**config.mk**
```make
export PLATFORM = sky130hd
export DESIGN_NAME = fetch_stage
export DESIGN_NICKNAME = d
export VERILOG_FILES = /design/src/rtl/cpu_pkg.sv /design/src/rtl/fetch_skid.sv /design/src/rtl/fetch_stage.sv
export SDC_FILE = /design/constraint.sdc
export NUM_CORES = 1
export LEC_CHECK = 0
export CORE_UTILIZATION = 54
export DETAILED_ROUTE_END_ITERATION = 8
export PLACE_DENSITY = 0.92
export SLEW_MARGIN = 40
export SYNTH_ARGS = -nofsm -noshare
export SYNTH_HDL_FRONTEND = slang
export SYNTH_SLANG_ARGS = --single-unit
```
**constraint.sdc**
```tcl
create_clock -name clk -period 5.8 [get_ports clk]
set_input_delay 1.45 -clock clk [delete_from_list [all_inputs] [get_ports clk]]
set_output_delay 1.45 -clock clk [all_outputs]
set_load 0.01 [all_outputs]
```
**src/rtl/cpu_pkg.sv**
```systemverilog
// Shared CPU definitions: opcode encodings, instruction field geometry and
// the fetch-stage request state.
package cpu_pkg;

    localparam logic [2:0] OP_RTYPE  = 3'b000;
    localparam logic [2:0] OP_XORI   = 3'b001;
    localparam logic [2:0] OP_BEQ    = 3'b010;
    localparam logic [2:0] OP_BGT    = 3'b011;
    localparam logic [2:0] OP_SW     = 3'b100;
    localparam logic [2:0] OP_LW     = 3'b101;
    localparam logic [2:0] OP_J      = 3'b110;
    localparam logic [2:0] OP_BUBBLE = 3'b111;

    // Opcode occupies the top OPC_W bits of the instruction; funct the low bits.
    localparam int OPC_W     = 3;
    localparam int FUNCT_W   = 4;
    localparam int FUNCT_LSB = 0;

    typedef enum logic [1:0] {
        IDLE = 2'd0,
        WAIT = 2'd1,
        DROP = 2'd2
    } fetch_state_t;

endpackage

```
**src/rtl/fetch_skid.sv**
```systemverilog
// One-entry {instr, pc} holding register that catches a fetch response
// arriving while IF/ID is stalled.
module fetch_skid #(
    parameter int ADDR_W  = 32,
    parameter int INSTR_W = 32
) (
    input  logic               clk,
    input  logic               rst_n,
    input  logic               load_i,
    input  logic               drain_i,
    input  logic               flush_i,
    input  logic [INSTR_W-1:0] instr_i,
    input  logic [ADDR_W-1:0]  pc_i,
    output logic               valid_o,
    output logic [INSTR_W-1:0] instr_o,
    output logic [ADDR_W-1:0]  pc_o
);

    logic               valid_q, valid_d;
    logic [INSTR_W-1:0] instr_q, instr_d;
    logic [ADDR_W-1:0]  pc_q, pc_d;

    always_comb begin
        valid_d = valid_q;
        instr_d = instr_q;
        pc_d    = pc_q;
        if (flush_i) begin
            valid_d = 1'b0;
        end else if (load_i) begin
            valid_d = 1'b1;
            instr_d = instr_i;
            pc_d    = pc_i;
        end else if (drain_i) begin
            valid_d = 1'b0;
        end
    end

    always_ff @(posedge clk or negedge rst_n) begin
        if (!rst_n) begin
            valid_q <= 1'b0;
            instr_q <= '0;
            pc_q    <= '0;
        end else begin
            valid_q <= valid_d;
            instr_q <= instr_d;
            pc_q    <= pc_d;
        end
    end

    assign valid_o = valid_q;
    assign instr_o = instr_q;
    assign pc_o    = pc_q;

endmodule

```
**src/rtl/fetch_stage.sv**
```systemverilog
// Instruction fetch with a single-outstanding imem handshake, IF/ID register
// backed by a one-entry skid, and redirect flush/refetch.
module fetch_stage
    import cpu_pkg::*;
#(
    parameter int              ADDR_W   = 32,
    parameter int              INSTR_W  = 32,
    parameter logic [ADDR_W-1:0] RESET_PC = '0
) (
    input  logic               clk,
    input  logic               rst_n,
    output logic               imem_req_o,
    output logic [ADDR_W-1:0]  imem_addr_o,
    input  logic               imem_gnt_i,
    input  logic               imem_rvalid_i,
    input  logic [INSTR_W-1:0] imem_rdata_i,
    input  logic               stall_i,
    input  logic               redirect_i,
    input  logic [ADDR_W-1:0]  redirect_pc_i,
    output logic               if_id_valid_o,
    output logic [INSTR_W-1:0] if_id_instr_o,
    output logic [ADDR_W-1:0]  if_id_pc_o,
    output logic [ADDR_W-1:0]  if_id_pc4_o,
    output logic [2:0]         opcode_o,
    output logic [3:0]         funct_o
);

    localparam logic [ADDR_W-1:0] WORD_MASK = ~ADDR_W'(3);

    fetch_state_t       state_q, state_d;
    logic [ADDR_W-1:0]  pc_q, pc_d;
    logic [ADDR_W-1:0]  req_pc_q, req_pc_d;
    logic               if_id_valid_q, if_id_valid_d;
    logic [INSTR_W-1:0] if_id_instr_q, if_id_instr_d;
    logic [ADDR_W-1:0]  if_id_pc_q, if_id_pc_d;

    logic               skid_valid;
    logic [INSTR_W-1:0] skid_instr;
    logic [ADDR_W-1:0]  skid_pc;

    logic can_load, consume, resp_ok, resp_load, skid_load, skid_drain;

    assign can_load   = !if_id_valid_q || !stall_i;
    assign consume    = if_id_valid_q && !stall_i;
    assign resp_ok    = (state_q == WAIT) && imem_rvalid_i && !redirect_i;
    assign resp_load  = resp_ok && can_load;
    assign skid_load  = resp_ok && !can_load;
    assign skid_drain = skid_valid && can_load && !redirect_i;

    // Gating with rst_n keeps the request low for the whole reset window;
    // requiring an empty skid guarantees a response never meets a full skid.
    assign imem_req_o  = rst_n && (state_q == IDLE) && !skid_valid && !redirect_i;
    assign imem_addr_o = pc_q;

    always_comb begin
        state_d       = state_q;
        pc_d          = pc_q;
        req_pc_d      = req_pc_q;
        if_id_valid_d = if_id_valid_q;
        if_id_instr_d = if_id_instr_q;
        if_id_pc_d    = if_id_pc_q;
        if (redirect_i) begin
            pc_d          = redirect_pc_i & WORD_MASK;
            if_id_valid_d = 1'b0;
            if (state_q != IDLE) begin
                state_d = imem_rvalid_i ? IDLE : DROP;
            end
        end else begin
            case (state_q)
                IDLE: begin
                    if (imem_req_o && imem_gnt_i) begin
                        req_pc_d = pc_q;
                        pc_d     = pc_q + ADDR_W'(4);
                        state_d  = WAIT;
                    end
                end
                WAIT, DROP: begin
                    if (imem_rvalid_i) state_d = IDLE;
                end
                default: state_d = IDLE;
            endcase
            if (resp_load) begin
                if_id_valid_d = 1'b1;
                if_id_instr_d = imem_rdata_i;
                if_id_pc_d    = req_pc_q;
            end else if (skid_drain) begin
                if_id_valid_d = 1'b1;
                if_id_instr_d = skid_instr;
                if_id_pc_d    = skid_pc;
            end else if (consume) begin
                if_id_valid_d = 1'b0;
            end
        end
    end

    always_ff @(posedge clk or negedge rst_n) begin
        if (!rst_n) begin
            state_q       <= IDLE;
            pc_q          <= RESET_PC;
            req_pc_q      <= '0;
            if_id_valid_q <= 1'b0;
            if_id_instr_q <= '0;
            if_id_pc_q    <= '0;
        end else begin
            state_q       <= state_d;
            pc_q          <= pc_d;
            req_pc_q      <= req_pc_d;
            if_id_valid_q <= if_id_valid_d;
            if_id_instr_q <= if_id_instr_d;
            if_id_pc_q    <= if_id_pc_d;
        end
    end

    fetch_skid #(
        .ADDR_W (ADDR_W),
        .INSTR_W(INSTR_W)
    ) u_skid (
        .clk    (clk),
        .rst_n  (rst_n),
        .load_i (skid_load),
        .drain_i(skid_drain),
        .flush_i(redirect_i),
        .instr_i(imem_rdata_i),
        .pc_i   (req_pc_q),
        .valid_o(skid_valid),
        .instr_o(skid_instr),
        .pc_o   (skid_pc)
    );

    assign if_id_valid_o = if_id_valid_q;
    assign if_id_instr_o = if_id_instr_q;
    assign if_id_pc_o    = if_id_pc_q;
    assign if_id_pc4_o   = if_id_pc_q + ADDR_W'(4);
    assign opcode_o      = if_id_valid_q ? if_id_instr_q[INSTR_W-1 -: OPC_W] : OP_BUBBLE;
    assign funct_o       = if_id_valid_q ? if_id_instr_q[FUNCT_LSB +: FUNCT_W] : '0;

endmodule

```
==> key figures <==
Status
  • Status: completed

Floorplanning
  • Core area: 15900 sq um
  • Width of the die: 130 um
  • Die H: 130 um
  • I/O pins: 207
  • Die area: 16900 sq um
  • Initial Util: 55.4%
  • # rows: 46

Global routing
  • M3 GR Usage: 3.94%
  • Vias in the first global route: 6625
  • Initial antenna violation count: 0
  • Routing usage on met1: 36.7%
  • First-pass GRT wire length: 33800 um
  • All-Layer GR Usage: 26.2%
  • M2 GR Usage: 40.5%
  • Largest net degree at the start of global routing: 125
  • GRT busiest layer: met2
  • Grt ovf: 0

Power and ir drop
  • Pwr dens: 446 nW/um^2
  • Internal power: 3490 uW
  • Leakage Power: 0.00549 uW
  • Tot Pwr: 5190 uW
  • Clock share of power: 24.0%
  • Combinational fraction of design power: 35.1%
  • Net Sw Frac: 32.9%
  • Peak supply drop: 0.228 mV
  • Psw: 1710 uW
  • Seq pwr share: 40.9%

Detailed routing
  • Routed Antenna Nets: 0
  • DRC: 0
  • Vias/cell: 5.59
  • Total number of vias: 7006
  • DRT Pass-1 Iters: 5
  • DR iter-0 viols: 436
  • Final WL: 21400 um
  • WL per Instance: 17.1 um

STA
  • Minimum clock period: 4.48 ns
  • Slew Viols, Final: 0
  • Setup TNS: 0 ns
  • Final Setup Violations: 0
  • Final period utilization: 77.3%
  • Fin. Hold Viols: 0
  • RSZ-0062 raised after global routing: no
  • Slew headroom: 52.8%
  • Fmax: 0.223 GHz
  • Hold WS: 0.499 ns
  • Worst-Margin Slew: 0.708 ns
  • Clock skew: 0.00975 ns

Synth
  • Mapped Avg Cell Area: 10.5 sq um
  • FFs w/ async S/R, synth: 100%
  • Sequential-to-total area share from yosys stat: 53.3%
  • Ys flop type: dfrtp_1
  • Yosys warning total: 0
  • Syn Inst Count: 842
  • EDFF count, synth: 0
  • Post-synthesis register bit count: 188
  • Synthesized cell area: 8820 sq um
  • Synth unique cells: 51

Place
  • Gp weighted congestion: 0.875
  • DP Wirelength: 14600 um
  • IO Port Bufs: 198

Setup path
  • Critical path capture point type: primary output
  • Worst-case reg-to-reg path depth: 6
  • CP required: 4.35 ns
  • CP max FO: 6
  • Crit path DAT: 3.03 ns
  • WS Path Type: reg2out
  • Startpoint Class: register

Clock network
  • H-Tree Depth: 4
  • Post-CTS setup buffer count: 0
  • Clock net sink count: 188
  • CTS Hold Bufs: 0
  • Post-CTS resize count: 0
  • Clock transition at path regs: 0.07 ns
  • Max Buffers Root-to-Sink: 2
  • CTS buffer count: 17
  • Root Buffer: clkbuf_16
  • CTS tree: yes
  • Worst-Skew Late Latency: 0.43 ns

Worst hold path
  • Hold/Removal Path Class: reg2reg
  • WHS Path Cells: 2

Final layout
  • Ant diodes: 0
  • Final nets: 1099
  • Area grow syn2layout: 32.0%
  • Fillers: 1085
  • Layout cell share with drive strength beyond 1: 11.8%

Flow run
  • Max_cap viols: 0
sequential cells by signal, indices dropped and copies added (netlist names):
register / count
u_skid.valid_o: 1
req_pc_q: 30
u_skid.instr_o: 32
u_skid.pc_o: 30
if_id_instr_o: 32
state_q: 2
imem_addr_o: 30
if_id_pc_o: 30
if_id_valid_o: 1
final timing paths:
kind	endpoint	slack [ns]	from
min reg2reg	req_pc_q[8]	0.50	req_pc_q[8]
max reg2reg	imem_addr_o[22]	3.39	state_q[1]
max	if_id_pc4_o[22]	1.32	if_id_pc_o[2]
min	req_pc_q[8]	0.50	req_pc_q[8]
min in group asynchronous	if_id_instr_o[5]	0.98	rst_n
max in group asynchronous	if_id_instr_o[3]	3.70	rst_n
cells by family (layout without fill, tap and decap cells):
group | after synthesis | after routing | share of synthesized area [%]
compound gates | 133 | 133 | 8.71
xor+xnor | 36 | 36 | 3.57
fa+ha+maj | 4 | 4 | 0.567
buf+inv | 60 | 251 | 3.28
flops | 188 | 188 | 53.3
mux | 125 | 125 | 15.1
other cells | 1 | 6 | 0.0425
simple gates | 295 | 295 | 15.5
power groups by stage:
stage               clock (uW)  sequential, uW  combinational (uW)
floorplan                    0            2140                 762
global placement             0            2110                1750
detailed placement           0            2140                1820
CTS                       1260            2120                1840
global route              1310            2190                1980
finish                    1250            2130                1820
worst max-delay path: stages (launching register included):
cell,delay (ns)
dfrtp_1,0.43
ha_1,0.23
and4_1,0.27
nor3b_1,0.40
nor2b_1,0.41
nand4_1,0.16
xnor2_1,0.16
clkdlybuf4s50_1,0.56
per-layer routing:
metal	wire length [um]	share of wire, %	vias up
li1	-	-	3281
met5	0	0	-
met1	9610	45	3425
met3	965	4.5	46
met2	10200	48	254
met4	633	3.0	0
through the flow:
step	cell area [sq um]	std cells	worst slack (ns)	utilization [%]
after floorplan	8840	847	2.50	-
after global placement	11000	1221	1.43	68.8
after detailed placement	11000	1222	1.48	68.9
after CTS	11600	1254	1.32	73.0
after global routing	11600	1254	1.13	73.1
final	11600	1254	1.32	73.1
cells in the final DEF (no fill, tap or decap), drive strengths merged, types with 5 or more instances in the layout:
master / count
a21o: 5
a21oi: 75
and2: 9
and3: 5
buf: 11
clkbuf: 24
clkdlybuf4s50: 197
conb: 6
dfrtp: 188
inv: 11
mux2: 62
mux2i: 63
nand2: 132
nand3: 24
nand4: 20
nor2: 82
o211ai: 9
o21ai: 24
o311ai: 8
xnor2: 25
xor2: 11
area by class of cell:
type	instances	area, sq um	area share (%)
Clock buffer	24	522	4.48
Clock inverter	8	129	1.11
Sequential cell	188	4700	40.4
Inverter	11	41.3	0.354
Tap cell	216	270	2.32
Multi-Input combinational cell	599	3890	33.4
Timing Repair Buffer	208	2090	18.0
cell usage after synthesis, types with 2 or more instances:
library cell / instances / share of area (%)
nand4_2: 2 / 0.28
xnor2_1: 25 / 2.5
buf_2: 17 / 0.96
ha_1: 4 / 0.57
o211ai_1: 9 / 0.77
o311ai_0: 7 / 0.69
a21o_1: 5 / 0.43
nor2b_1: 3 / 0.21
and4_1: 3 / 0.30
and3_1: 5 / 0.35
o21ai_0: 24 / 1.4
inv_1: 11 / 0.47
buf_6: 2 / 0.26
clkbuf_1: 15 / 0.64
xor2_1: 11 / 1.1
a21oi_1: 75 / 4.3
buf_4: 6 / 0.51
a41oi_1: 2 / 0.20
mux2_2: 62 / 7.9
nand2b_1: 3 / 0.21
nor2_1: 81 / 3.4
nor3_1: 3 / 0.17
o32ai_1: 2 / 0.20
nand2_1: 132 / 5.6
mux2i_1: 63 / 7.1
o31ai_1: 2 / 0.17
buf_1: 8 / 0.34
o22ai_1: 2 / 0.14
and2_1: 9 / 0.64
nand3_1: 24 / 1.4
nand4_1: 18 / 1.3
dfrtp_1: 188 / 53
Note: power is estimated with default switching activity, not from simulation.
